[src/rtl/scan_drv_pkg.sv]
// scan_drv_pkg: shared FSM state encoding, synchronizer depth and counter sizing for scan_chain_driver.
package scan_drv_pkg;
  typedef enum logic [2:0] {
    IDLE    = 3'd0,
    SHIFT   = 3'd1,
    STROBE  = 3'd2,
    WAIT    = 3'd3,
    CAPTURE = 3'd4,
    HOLD    = 3'd5
  } state_t;
  localparam int SYNC_STAGES = 2;
  function automatic int cnt_w(input int din_n, input int dout_n);
    return $clog2((din_n > dout_n ? din_n : dout_n) + 1);
  endfunction
endpackage

[src/rtl/scan_drv_sync.sv]
// scan_drv_sync: multi-flop synchronizer with async active-low reset, used on dut_do.
module scan_drv_sync
  import scan_drv_pkg::*;
#(
  parameter int STAGES = SYNC_STAGES
) (
  input  logic clk,
  input  logic rst_n,
  input  logic d_i,
  output logic q_o
);
  logic [STAGES-1:0] ff_q;
  always_ff @(posedge clk or negedge rst_n)
    if (!rst_n) ff_q <= '0;
    else ff_q <= {ff_q[STAGES-2:0], d_i};
  assign q_o = ff_q[STAGES-1];
endmodule

[src/rtl/scan_chain_driver.sv]
// scan_chain_driver: shifts a vector MSB-first into a scan chain, pulses stb once, then captures DOUT_N response bits.
// Build option SCAN_DRV_DO_SYNC_EN routes dut_do through a 2-flop synchronizer and inserts a WAIT state.
module scan_chain_driver
  import scan_drv_pkg::*;
#(
  parameter int DIN_N  = 8,
  parameter int DOUT_N = 8
) (
  input  logic              clk,
  input  logic              rst_n,
  input  logic              vec_valid,
  output logic              vec_ready,
  input  logic [DIN_N-1:0]  vec_data,
  output logic              res_valid,
  input  logic              res_ready,
  output logic [DOUT_N-1:0] res_data,
  output logic              dut_di,
  output logic              dut_stb,
  input  logic              dut_do,
  output logic              busy
);
  localparam int CW = cnt_w(DIN_N, DOUT_N);
  localparam logic [CW-1:0] CMAX = {CW{1'b1}};
  state_t state_q, state_d;
  logic [CW-1:0] cnt_q, cnt_d, cnt_inc;
  logic [DIN_N-1:0] tx_q, tx_d;
  logic [DOUT_N-1:0] rx_q, rx_d;
  logic di_q, di_d, stb_q, stb_d, rv_q, rv_d, vr_q, vr_d, busy_q, busy_d;
  logic do_s;
`ifdef SCAN_DRV_DO_SYNC_EN
  localparam state_t POST_STB = WAIT;
  scan_drv_sync #(.STAGES(SYNC_STAGES)) u_sync (
    .clk   (clk),
    .rst_n (rst_n),
    .d_i   (dut_do),
    .q_o   (do_s)
  );
`else
  localparam state_t POST_STB = CAPTURE;
  assign do_s = dut_do;
`endif
  assign cnt_inc = (cnt_q == CMAX) ? cnt_q : cnt_q + CW'(1);
  always_comb begin
    state_d = state_q;
    cnt_d   = cnt_q;
    tx_d    = tx_q;
    rx_d    = rx_q;
    di_d    = 1'b0;
    stb_d   = 1'b0;
    rv_d    = rv_q;
    case (state_q)
      IDLE: if (vec_valid && vr_q) begin
        tx_d    = vec_data << 1;
        di_d    = vec_data[DIN_N-1];
        cnt_d   = CW'(1);
        state_d = SHIFT;
      end
      SHIFT: if (cnt_q == CW'(DIN_N)) begin
        stb_d   = 1'b1;
        cnt_d   = '0;
        state_d = STROBE;
      end else begin
        di_d  = tx_q[DIN_N-1];
        tx_d  = tx_q << 1;
        cnt_d = cnt_inc;
      end
      STROBE: begin
        cnt_d   = '0;
        state_d = POST_STB;
      end
      WAIT: if (cnt_q == CW'(SYNC_STAGES-1)) begin
        cnt_d   = '0;
        state_d = CAPTURE;
      end else cnt_d = cnt_inc;
      CAPTURE: begin
        rx_d = DOUT_N'({rx_q, do_s});
        if (cnt_q == CW'(DOUT_N-1)) begin
          rv_d    = 1'b1;
          cnt_d   = '0;
          state_d = HOLD;
        end else cnt_d = cnt_inc;
      end
      HOLD: if (res_ready) begin
        rv_d    = 1'b0;
        state_d = IDLE;
      end
      default: state_d = IDLE;
    endcase
    // vec_ready and busy are registered views of the upcoming state
    vr_d   = state_d == IDLE;
    busy_d = state_d != IDLE;
  end
  always_ff @(posedge clk or negedge rst_n)
    if (!rst_n) begin
      state_q <= IDLE;
      cnt_q   <= '0;
      tx_q    <= '0;
      rx_q    <= '0;
      di_q    <= 1'b0;
      stb_q   <= 1'b0;
      rv_q    <= 1'b0;
      vr_q    <= 1'b0;
      busy_q  <= 1'b0;
    end else begin
      state_q <= state_d;
      cnt_q   <= cnt_d;
      tx_q    <= tx_d;
      rx_q    <= rx_d;
      di_q    <= di_d;
      stb_q   <= stb_d;
      rv_q    <= rv_d;
      vr_q    <= vr_d;
      busy_q  <= busy_d;
    end
  assign vec_ready = vr_q;
  assign res_valid = rv_q;
  assign res_data  = rx_q;
  assign dut_di    = di_q;
  assign dut_stb   = stb_q;
  assign busy      = busy_q;
endmodule

[config.mk]
export PLATFORM = sky130hd
export DESIGN_NAME = scan_chain_driver
export DESIGN_NICKNAME = d
export VERILOG_FILES = /design/src/rtl/scan_drv_pkg.sv /design/src/rtl/scan_drv_sync.sv /design/src/rtl/scan_chain_driver.sv
export SDC_FILE = /design/constraint.sdc
export NUM_CORES = 1
export LEC_CHECK = 0
export ABC_AREA = 1
export CAP_MARGIN = 5
export CORE_MARGIN = 1.5
export CORE_UTILIZATION = 35
export CTS_CLUSTER_DIAMETER = 150
export DETAILED_ROUTE_END_ITERATION = 10
export HOLD_SLACK_MARGIN = 0.05
export PLACE_DENSITY = 0.6
export SLEW_MARGIN = 10
export SYNTH_ARGS = -nofsm -noshare
export SYNTH_HDL_FRONTEND = slang
export SYNTH_SLANG_ARGS = --single-unit
[constraint.sdc]
create_clock -name clk -period 1.69 [get_ports clk]
set_input_delay 0.169 -clock clk [delete_from_list [all_inputs] [get_ports clk]]
set_output_delay 0.169 -clock clk [all_outputs]
set_load 0.005 [all_outputs]
## Word level (Yosys, flattened, before mapping)

Cells that the tools add are included.

| storage, ports and cells | value |
|---|---|
| register bits | 28 |
| bits of input ports | 13 |
| logic and storage cells | 56 |

| operators by class | value |
|---|---|
| add/subtract/negate cells | 1 |
| equality and inequality tests | 13 |
| mux-type cells | 23 |
| reduce and logical (&&, ||, !) cells | 10 |

Operators with widths:

| cell | count |
|---|---|
| 4-bit 2-to-1 mux | 5 |
| 4-bit case mux with 5 select lines | 1 |
| 3-bit case mux with 6 select lines | 1 |
| 8-bit 2-to-1 mux | 2 |
| 8-bit case mux with 2 select lines | 1 |
| 3-bit 2-to-1 mux | 5 |
| 4-bit == test, second input constant | 2 |
| 2-bit != test, second input constant | 4 |
| 3-bit by 2-bit == test with 1-bit output, second input constant | 2 |
| 3-bit == test, second input constant | 2 |
| 3-bit zero test | 2 |
| 1-bit 2-to-1 mux | 6 |
| 3-bit AND reduction | 2 |
| 5-bit nonzero test | 1 |
| 4-bit by 1-bit adder with 4-bit output, second input constant | 1 |
| 4-bit by 1-bit == test with 1-bit output, second input constant | 1 |
| 4-bit by 3-bit == test with 1-bit output, second input constant | 1 |
| 1-bit case mux with 2 select lines | 2 |
| 2-bit nonzero test | 2 |
| 3-bit by 1-bit == test with 1-bit output, second input constant | 1 |
| 3-bit nonzero test | 1 |
| 2-bit AND reduction | 1 |
| 1-bit logical AND | 1 |

## Longest topological paths before layout

Gate-level depths: netlist of the first run.

| logic depth | value |
|---|---|
| depth in word-level cells | 4 |
| mapped depth | 8 |
| depth with buffers taken out | 8 |

## Worst setup path after synthesis of the first run

OpenSTA, ideal clock, no wires.

| path | value |
|---|---|
| path kind | reg-to-reg |
| start | register cnt_q[0] |
| end | register tx_q[3] |
| setup time | 0.130 ns |
| arrival time | 1.210 ns |
| required time | 1.560 ns |
| setup slack | 0.350 ns |
| cell stages (with the launch flop) | 9 |
| buffers on the path | 1 |
| cells stage by stage | dfrtp_1 -> inv_1 -> ha_1 -> nand3_2 -> nand2_4 -> nand2_4 -> buf_6 -> o211ai_1 -> o21ai_0 |

| between the ends | value |
|---|---|
| longest elaborated chain between the ends | 3 |

RTL lines:

| item | line | text |
|---|---|---|
| from (decl) | scan_chain_driver.sv:25 | `logic [CW-1:0] cnt_q, cnt_d, cnt_inc;` |
| from (signal assigned) | scan_chain_driver.sv:106 | `cnt_q <= cnt_d;` |
| 4-bit == test | scan_chain_driver.sv:58 | `SHIFT: if (cnt_q == CW'(DIN_N)) begin` |
| 2-bit != test (no line) | -- |  |
| 3-bit AND reduction (no line) | -- |  |
| to (signal assigned) | scan_chain_driver.sv:107 | `tx_q <= tx_d;` |
| to (decl) | scan_chain_driver.sv:26 | `logic [DIN_N-1:0] tx_q, tx_d;` |

No other way between the ends.
A chain may end at the register's enable or synchronous reset.

## Worst setup path in the final report of the first run

| path | value |
|---|---|
| start | register cnt_q[0] |
| end | register cnt_q[0] |

| between the ends | value |
|---|---|
| longest elaborated chain between the ends | 4 |
| elaborated cells on any way between the ends | 10 |
| those cells by class | 1 x add/sub; 4 x eq/ne; 5 x mux |

RTL lines:

| item | line | text |
|---|---|---|
| 4-bit by 1-bit adder with 4-bit output / 4-bit == test (equally long branches) | scan_chain_driver.sv:42 | `assign cnt_inc = (cnt_q == CMAX) ? cnt_q : cnt_q + CW'(1);` |
| 4-bit 2-to-1 mux | scan_chain_driver.sv:42 |  |
| 4-bit 2-to-1 mux, on equally long branches | scan_chain_driver.sv:77, scan_chain_driver.sv:71, scan_chain_driver.sv:58 |  |
| 4-bit case mux with 5 select lines * | scan_chain_driver.sv:51 | `case (state_q)` |

Mark *: on every way between the ends. The rest lies on a longest branch, timed or not.

==> results of run 1 <==
==> power groups by stage <==
stage | logic [uW] | registers [uW] | clock network (uW)
finish | 1550 | 1090 | 374
floorplan | 1110 | 1080 | 0
detailed placement | 1560 | 1100 | 0
global route | 1790 | 1130 | 410
global placement | 1510 | 1100 | 0
CTS | 1560 | 1090 | 393
==> flip-flops by register name, summed over array words and instances (netlist names) <==
name and cells:
busy 1, dut_di 1, tx_q 7, dut_stb 1, state_q 3, vec_ready 1
res_valid 1, cnt_q 4, res_data 8
==> routing by layer <==
metal  vias to the layer above  GRT usage
li1                        585          -
met1                       538      0.192
met2                        31      0.221
met3                         7     0.0240
met4                         0     0.0885
met5                         -          0
==> worst reg2reg max path, delay by kind of cell, from the launching register on <==
family,cells,cell delay [ns]
buffers and inverters,1,0.12
AOI/OAI and AO/OA,1,0.07
adders and majority gates,1,0.24
and+or+nand+nor,5,0.56
DFF,1,0.42
==> path summary, 6_finish.rpt <==
path | start | slack [ns] | endpoint
min in group clk | vec_data[0] | 0.45 | tx_q[1]
worst max-delay path | cnt_q[0] | 0.18 | cnt_q[0]
worst min register to register | res_data[7] | 0.50 | res_data[7]
worst max register to register | cnt_q[0] | 0.18 | cnt_q[0]
max in group asynchronous | rst_n | 1.16 | cnt_q[0]
worst min-delay path | rst_n | 0.25 | res_data[2]
==> synth_stat cells <==
cell type,instances,area (um2)
a21oi_1,2,10.0
buf_4,1,7.51
buf_6,2,22.5
dfrtp_1,27,676
ha_1,3,37.5
inv_1,20,75.1
inv_2,2,7.51
nand2_1,46,173
nand2_2,2,12.5
nand2_4,3,33.8
nand3_1,10,50.1
nand3_2,2,20.0
nand3b_1,1,7.51
nand4_1,5,31.3
nand4_2,1,12.5
nor2_1,13,48.8
nor2_4,2,22.5
o211ai_1,6,45.0
o21ai_0,4,20.0
o21ai_1,9,45.0
o22ai_1,1,6.26
xor2_1,1,8.76
==> logic make-up (layout without fill, tap and decap cells) <==
kind of cell | after synthesis | after routing
compound gates | 22 | 22
xor+xnor | 1 | 1
fa+ha+maj | 3 | 3
buf+inv | 25 | 54
flops | 27 | 27
simple gates | 85 | 85
==> area by class of cell <==
cell class                      count  area, um2  share of cell area
Inverter                           22       82.6              0.0479
Clock buffer                        3       41.3              0.0239
Sequential cell                    27        677               0.392
Tap cell                           48       60.1              0.0348
Multi-Input combinational cell    111        584               0.339
Clock inverter                      1       7.51             0.00435
Timing Repair Buffer               28        273               0.158
==> metrics by stage <==
stage	hold slack, ns	instance area, um2
floorplan	-0.127	1370
global placement	0.463	1680
detailed placement	0.490	1680
CTS	0.257	1720
global route	0.282	1730
finish	0.250	1730
==> out/qor.csv, run 1 <==
metric,value,unit
status,finished clean,
synth-simple-area-share,0.300,
insertion_delay,0.28,ns
cp_cell_sequence,ha_1 > nand2_1 > nor2_1 > inv_1 > nand2_4 > nand3_2 > nand2_1 > a21oi_1,
vias_per_cell,4.84,
drv_slew,0,
rsz0062_at_grt,no,
fin_setup_tns,0,ns
cpPeakStageDelay,0.42,ns
fmax,660,MHz
netSwitchingFraction,0.422,
pwr-share-comb,0.514,
core_area,0.00372,mm2
start_util,0.369,
numPlacedInstances,236,
m1WireLength,1300,um
slowest_stage,dfrtp_2,
drt-total-wl,2690,um
arrival,1.68,ns
fin_skew,0.00174,ns
cts_hold_buf,0,
layout_common_cells,"46 x nand2_1, 26 x dfrtp_1, 25 x clkdlybuf4s50_1",
drt_iter0_drc,53,
place.gp.congestion,0.952,
dieArea,0.00431,mm2
critPathKind,register to register,
synth_compound_area_frac,0.0921,
hold_violations,0,
dr_total_vias,1161,
period_share,0.896,
final_common_cell,nand2_1,
root_buffer,clkbuf_8,
worst-path-buf-inv,1,
die_w,65.6,um
remaining_drc_errors,0,
synth_xor_area_frac,0.00638,
synthDistinctLibCells,22,
netlist_area,0.00137,mm2
numCtsBuffers,3,
synthAdderAreaFrac,0.0273,
worstMarginPinSlew,0.342,ns
setup_slack,0.176,ns
clock_sinks,27,
cp_common_cell,nand2_1,
leakage,0.000824,uW
synth_nets,179,
path_depth,8,
hp-class,primary input to async pin,
final-setup-viol-count,0,
ios,26,
grt_pass1_wl,4750,um
p_per_area,1750,mW/mm2
ant_nets,0,
chipHeight,65.6,um
rows,22,
fin_cells,240,
clockPowerShare,0.124,
synth_top_family_by_area,simple AND/OR/NAND/NOR gates,
switchingPower,1270,uW
io_buffers,25,
p_int,1740,uW
crit_family,simple AND/OR/NAND/NOR gates,
grt_max_degree,28,
endpoint_kind,register,
reg2regPathDepth,8,
start_kind,register,
yosys_warnings,0,
tritoncts,yes,
maxCapViolCount,0,
met2WireLength,1180,um
vdd_drop_max,0.000765,V
highest_layer,met4,
synth_seq_cells,27,
grt_usage,0.145,
detail_route.wl_per_cell,11.2,um
synth_cells,163,
antenna_found_initial,0,
power_frac_seq,0.362,
first_global_vias,1126,
muxShareOfSynthArea,0,
hpwl,2090,um
fin_util,0.464,
grt.overflow.total,0,
crit_fanout,6,
diodes,0,
dr.pass1.iters,4,
nNetsFinal,209,
required,1.86,ns
h-tree-depth,1,
synthToLayoutAreaGrowth,25.7,%
relSlewSlack,0.772,
path_clk_slew,0.09,ns
post-cts-setup-buffers,0,
drive_gt1_frac,0.104,
clk_path_buf_depth,2,
post-place-ws,0.154,ns
ys_seq_area_frac,0.492,
layout_min_cycle_time,1.51,ns
route.met3.wl,130,um
synth.avg_cell_area,8.42,um2
cts_resized,0,
power,3020,uW
fill_cells,361,
Power figures use the tool's default switching activity.
==> run 2: changes to the inputs <==
--- a/config.mk
+++ b/config.mk
@@ -10,6 +10,7 @@
 export CORE_MARGIN = 1.5
 export CORE_UTILIZATION = 35
 export CTS_CLUSTER_DIAMETER = 150
+export CTS_CLUSTER_SIZE = 30
 export DETAILED_ROUTE_END_ITERATION = 10
 export HOLD_SLACK_MARGIN = 0.05
 export PLACE_DENSITY = 0.6
==> results of run 2 <==
Same layout as run 1: the final DEF is identical, and so are final timing and power.
